===== config.mk =====
export PLATFORM = sky130hd
export DESIGN_NAME = updown_decoder
export DESIGN_NICKNAME = d
export VERILOG_FILES = /design/src/rtl/updown_pkg.sv /design/src/rtl/updown_step_cls.sv /design/src/rtl/updown_decoder.sv
export SDC_FILE = /design/constraint.sdc
export NUM_CORES = 1
export LEC_CHECK = 0
export BUFFER_PORTS_ARGS = -buffer_cell sky130_fd_sc_hd__buf_4
export CAP_MARGIN = 40
export CORE_MARGIN = 8
export CORE_UTILIZATION = 55
export DETAILED_ROUTE_END_ITERATION = 10
export PLACE_DENSITY = 0.82
export SYNTH_ARGS = -nofsm -noshare
export SYNTH_HDL_FRONTEND = slang
export SYNTH_SLANG_ARGS = --single-unit

===== constraint.sdc =====
create_clock -name clk -period 2.7 [get_ports clk]
set_input_delay 0.54 -clock clk [delete_from_list [all_inputs] [get_ports clk]]
set_output_delay 0.54 -clock clk [all_outputs]
set_load 0.01 [all_outputs]

===== src/rtl/updown_pkg.sv =====
// Shared encodings for the up/down count-stream decoder: FSM states, step codes
// and a saturating increment used by the legal-run counter.
package updown_pkg;

   typedef logic [1:0] state_t;
   typedef logic [1:0] step_t;

   localparam state_t ST_IDLE = 2'd0;
   localparam state_t ST_SYNC = 2'd1;
   localparam state_t ST_LOCK = 2'd2;

   localparam step_t STEP_HOLD = 2'd0;
   localparam step_t STEP_UP   = 2'd1;
   localparam step_t STEP_DOWN = 2'd2;
   localparam step_t STEP_ILL  = 2'd3;

   localparam int RUNW = 8;

   function automatic logic is_move(input step_t step);
      return (step == STEP_UP) || (step == STEP_DOWN);
   endfunction

   function automatic logic [RUNW-1:0] run_sat_inc(input logic [RUNW-1:0] run);
      return (run == {RUNW{1'b1}}) ? run : run + {{(RUNW-1){1'b0}}, 1'b1};
   endfunction

endpackage


===== src/rtl/updown_step_cls.sv =====
// Classifies one transition of the observed count: hold, +1, -1 (modulo 2^W,
// so wrap-around is a legal step) or an illegal jump.
module updown_step_cls
   import updown_pkg::*;
#(
   parameter int W = 3
)
(
   input  logic [W-1:0] q_prev,
   input  logic [W-1:0] q_in,
   output step_t        step
);

   logic [W-1:0] q_inc;
   logic [W-1:0] q_dec;

   assign q_inc = q_prev + {{(W-1){1'b0}}, 1'b1};
   assign q_dec = q_prev - {{(W-1){1'b0}}, 1'b1};

   // Priority is irrelevant for W>=2 since the three targets are distinct
   always_comb begin
      step = STEP_ILL;
      if (q_in == q_prev) begin
         step = STEP_HOLD;
      end else if (q_in == q_inc) begin
         step = STEP_UP;
      end else if (q_in == q_dec) begin
         step = STEP_DOWN;
      end else begin
         step = STEP_ILL;
      end
   end

endmodule


===== src/rtl/updown_decoder.sv =====
// Receive-side decoder for an up/down count bus: recovers enable/direction,
// flags illegal jumps and reports lock after a run of legal moving steps.
module updown_decoder
   import updown_pkg::*;
#(
   parameter int W        = 3,
   parameter int LOCK_CNT = 4,
   parameter int ERRW     = 8
)
(
   input  logic            clk,
   input  logic            reset,
   input  logic            en,
   input  logic [W-1:0]    q_in,
   output logic            t_out,
   output logic            c_out,
   output logic            locked,
   output logic            err,
   output logic [ERRW-1:0] err_count
);

   localparam logic [RUNW-1:0] LOCK_RUN = LOCK_CNT[RUNW-1:0];
   localparam logic [ERRW-1:0] ERR_ONE  = {{(ERRW-1){1'b0}}, 1'b1};
   localparam logic [ERRW-1:0] ERR_MAX  = {ERRW{1'b1}};

   state_t          state_r;
   state_t          state_nxt;
   logic [W-1:0]    q_prev_r;
   logic [W-1:0]    q_prev_nxt;
   logic [RUNW-1:0] run_r;
   logic [RUNW-1:0] run_nxt;
   logic [RUNW-1:0] run_inc;
   logic            t_nxt;
   logic            c_nxt;
   logic            locked_nxt;
   logic            err_nxt;
   logic [ERRW-1:0] err_count_nxt;
   logic [ERRW-1:0] err_count_inc;
   step_t           step;

   updown_step_cls #(.W(W)) u_step_cls (
      .q_prev (q_prev_r),
      .q_in   (q_in),
      .step   (step)
   );

   assign run_inc       = run_sat_inc(run_r);
   assign err_count_inc = (err_count == ERR_MAX) ? err_count : err_count + ERR_ONE;

   // Next-state logic; err defaults low so every pulse lasts exactly one sample
   always_comb begin
      state_nxt     = state_r;
      q_prev_nxt    = q_prev_r;
      run_nxt       = run_r;
      t_nxt         = t_out;
      c_nxt         = c_out;
      locked_nxt    = locked;
      err_nxt       = 1'b0;
      err_count_nxt = err_count;
      if (en) begin
         // Always resync to the observed value, even after an illegal jump
         q_prev_nxt = q_in;
         case (state_r)
            ST_IDLE: begin
               t_nxt      = 1'b0;
               run_nxt    = {RUNW{1'b0}};
               locked_nxt = 1'b0;
               state_nxt  = ST_SYNC;
            end
            ST_SYNC, ST_LOCK: begin
               if (is_move(step)) begin
                  t_nxt   = 1'b1;
                  c_nxt   = (step == STEP_UP);
                  run_nxt = run_inc;
                  if ((state_r == ST_SYNC) && (run_inc == LOCK_RUN)) begin
                     state_nxt  = ST_LOCK;
                     locked_nxt = 1'b1;
                  end else begin
                     state_nxt  = state_r;
                  end
               end else if (step == STEP_HOLD) begin
                  t_nxt = 1'b0;
               end else begin
                  t_nxt         = 1'b0;
                  err_nxt       = 1'b1;
                  err_count_nxt = err_count_inc;
                  run_nxt       = {RUNW{1'b0}};
                  locked_nxt    = 1'b0;
                  state_nxt     = ST_SYNC;
               end
            end
            default: begin
               t_nxt      = 1'b0;
               run_nxt    = {RUNW{1'b0}};
               locked_nxt = 1'b0;
               state_nxt  = ST_IDLE;
            end
         endcase
      end else begin
         state_nxt = state_r;
      end
   end

   // State and output registers
   always_ff @(posedge clk or posedge reset) begin
      if (reset) begin
         state_r   <= ST_IDLE;
         q_prev_r  <= {W{1'b0}};
         run_r     <= {RUNW{1'b0}};
         t_out     <= 1'b0;
         c_out     <= 1'b0;
         locked    <= 1'b0;
         err       <= 1'b0;
         err_count <= {ERRW{1'b0}};
      end else begin
         state_r   <= state_nxt;
         q_prev_r  <= q_prev_nxt;
         run_r     <= run_nxt;
         t_out     <= t_nxt;
         c_out     <= c_nxt;
         locked    <= locked_nxt;
         err       <= err_nxt;
         err_count <= err_count_nxt;
      end
   end

endmodule


==> flow_summary.ini <==
[logic_synthesis]
yosysWarnings = 0
yosysMostFrequentCell = dfrtp_1
synth-seq-area-share = 0.397
netlist_area_um2 = 1510
synth_ff_type = dfrtp_1
synth_top_area_share = 0.397
synthArstFlopShare = 1.00
ys_ff_latch = 24
syn_avg_cell_area_um2 = 9.46
synth.distinct_cells = 44
netlist_instances = 160
synth_edf_count = 0
synth_common_cells = dfrtp_1, nand2_1, inv_1
synth_nets = 176
synth_top_cell_by_area = dfrtp_1
netlist_top_cells_area = dfrtp_1, ha_1, xnor2_1, nand2_1, inv_1

[detailed_routing]
postRouteAntennaNets = 0
route.vias.total = 1236
wl_mm = 3.18
drc = 0
viasPerCell = 5.91
detail_route.first_pass.iterations = 4
wl_per_cell_um = 15.2
drtIter0Drc = 61

[global_routing]
grt_pass1_vias = 1237
grt_overflow = 0
grt.total_usage = 0.146
antenna_found_initial = 0
grt_max_degree = 16
grt_pass1_wl_mm = 5.31

[clock_tree]
htree_levels = 1
cts_max_path_buffers = 2
clkLatencyLatePin_ns = 0.32
cts-buffers-inserted = 3
tritoncts = built
root_buffer = clkbuf_4
cts.sinks = 24
clk_pin_slew_ns = 0.13

[timing]
hold_viol = 0
fin_setup_tns_ns = 0
drv_slew = 0
achievable-frequency_mhz = 398
skew_ns = 0.00179
final.min_clock_period_ns = 2.51
worst_slew_pin_slew_ns = 0.400
finalCritPeriodShare = 0.930
slew_headroom = 0.732
setup_viol = 0
rsz0062_at_grt = no

[floorplanning]
core_um2 = 2690
rows = 19
die-height_um = 68.5
die_w_um = 68.5
die_area_um2 = 4690
io_pins = 18
start_util = 0.564

[pwr]
powerDensity_nw_per_um2 = 706
power_mw = 1.21
p_leak_nw = 0.791
ir_worst_vdd_mv = 0.603

[place]
place_inst = 205
routabilityCongestion = 0.877
io_buffers = 17
placed_area_um2 = 1660
hpwl_mm = 2.45

[layout]
final_nets = 195
fillers = 226
diodes = 0
syn_to_final_growth_pct = 13.4
finalInstanceArea_um2 = 1720
finalNonFillerCells = 209
drive_gt1_frac = 0.197

[worst_setup_path]
cpMaxStageDelayCell = dfrtp_1
startpoint_type = register
worstPathMaxFanout = 9
required_ns = 2.96
crit_type = reg -> reg
slowest_delay_ns = 0.43
path_cells = inv_1 -> ha_1 -> xor2_1 -> a31o_2 -> ha_1 -> nand3_1 -> or2_1 -> or3_1 -> o21ai_1
crit_path_frequent_cell = ha_1
cp-end-kind = register
arrival_ns = 2.77

[status]
outcome = finished clean

[job]
cap_violations = 0

[min_path]
hold_path_class = in -> async
==> cell type report <==
cell class / count / area, µm² / share of cell area
timing repair buffer: 20 / 158 / 0.0918
inverter: 13 / 48.8 / 0.0284
multi-input combinational: 117 / 818 / 0.477
clock buffer: 3 / 22.5 / 0.0131
sequential: 24 / 601 / 0.350
clock inverter: 1 / 30.0 / 0.0175
tap: 31 / 38.8 / 0.0226
==> final timing paths <==
path	from	endpoint	slack, ns	cells past startpoint
max in group asynchronous	reset	q_prev_r[1]$_DFFE_PP0P_	2.09	3
worst max-delay path	q_prev_r[0]$_DFFE_PP0P_	run_r[3]$_DFFE_PP0P_	0.19	9
worst min register to register	err_count[4]$_DFFE_PP0P_	err_count[4]$_DFFE_PP0P_	0.51	1
worst max register to register	q_prev_r[0]$_DFFE_PP0P_	run_r[3]$_DFFE_PP0P_	0.19	9
worst min-delay path	reset	err_count[2]$_DFFE_PP0P_	0.18	2
min in group clk	q_in[0]	q_prev_r[0]$_DFFE_PP0P_	0.44	3
==> registers in the layout, indices dropped and copies added (netlist names) <==
register / count
err_count: 8
state_r: 1
t_out: 1
q_prev_r: 3
locked: 1
c_out: 1
run_r: 8
err: 1
==> report_power, final <==
| group | switching, mW | internal (mW) |
|---|---|---|
| Combinational | 0.228 | 0.214 |
| Clock | 0.112 | 0.150 |
| Sequential | 0.0777 | 0.429 |
| Total | 0.418 | 0.793 |
==> worst max-delay path, delay by kind of cell (launching register included) <==
| family | cells | cell delay [ns] |
|---|---|---|
| fa+ha+maj | 2 | 0.67 |
| flops | 1 | 0.43 |
| xor+xnor | 1 | 0.15 |
| compound gates | 2 | 0.32 |
| simple gates | 3 | 0.80 |
| buf+inv | 1 | 0.08 |
==> repair_timing <==
action,CTS,global route
setup buffers,0,0
hold buffers,0,0
gates resized for setup,0,1
endpoints found under the setup margin,0,3
==> kinds of logic after synthesis <==
family / share of synthesized area
AND/OR/NAND/NOR: 0.197
multiplexers: 0.0289
AO/OA/AOI/OAI: 0.151
flip-flops: 0.397
buffers and inverters: 0.0628
XOR/XNOR: 0.0810
adder cells (fa/ha/maj): 0.0826
==> routing by layer <==
metal	up-vias	track usage	share of wire
li1	605	-	-
met1	588	0.168	0.41
met2	36	0.258	0.51
met3	7	0.0278	0.054
met4	0	0.0639	0.020
met5	-	0	0
==> through the flow <==
stage	setup WS (ns)	utilization	hold slack [ns]
2_1_floorplan	0.273	-	0.501
3_3_place_gp	0.0974	0.614	0.480
3_5_place_dp	0.0307	0.619	0.489
4_1_cts	0.109	0.639	0.187
5_1_grt	0.0230	0.639	0.193
6_report	0.188	0.639	0.183
==> placed cells by master, fill, tap and decap left out, drive strengths merged, types with 5 or more instances in the layout <==
master / Yosys / final
dfrtp: 24 / 24
buf: 5 / 20
nand2: 15 / 15
inv: 13 / 13
o21ai: 11 / 11
ha: 10 / 10
xnor2: 9 / 9
nor2: 7 / 7
nor3: 6 / 6
a21oi: 6 / 6
nand3: 5 / 5
nand4: 5 / 5
xor2: 5 / 5
and3: 5 / 5
No activity file was read; power rests on OpenSTA's default activity.
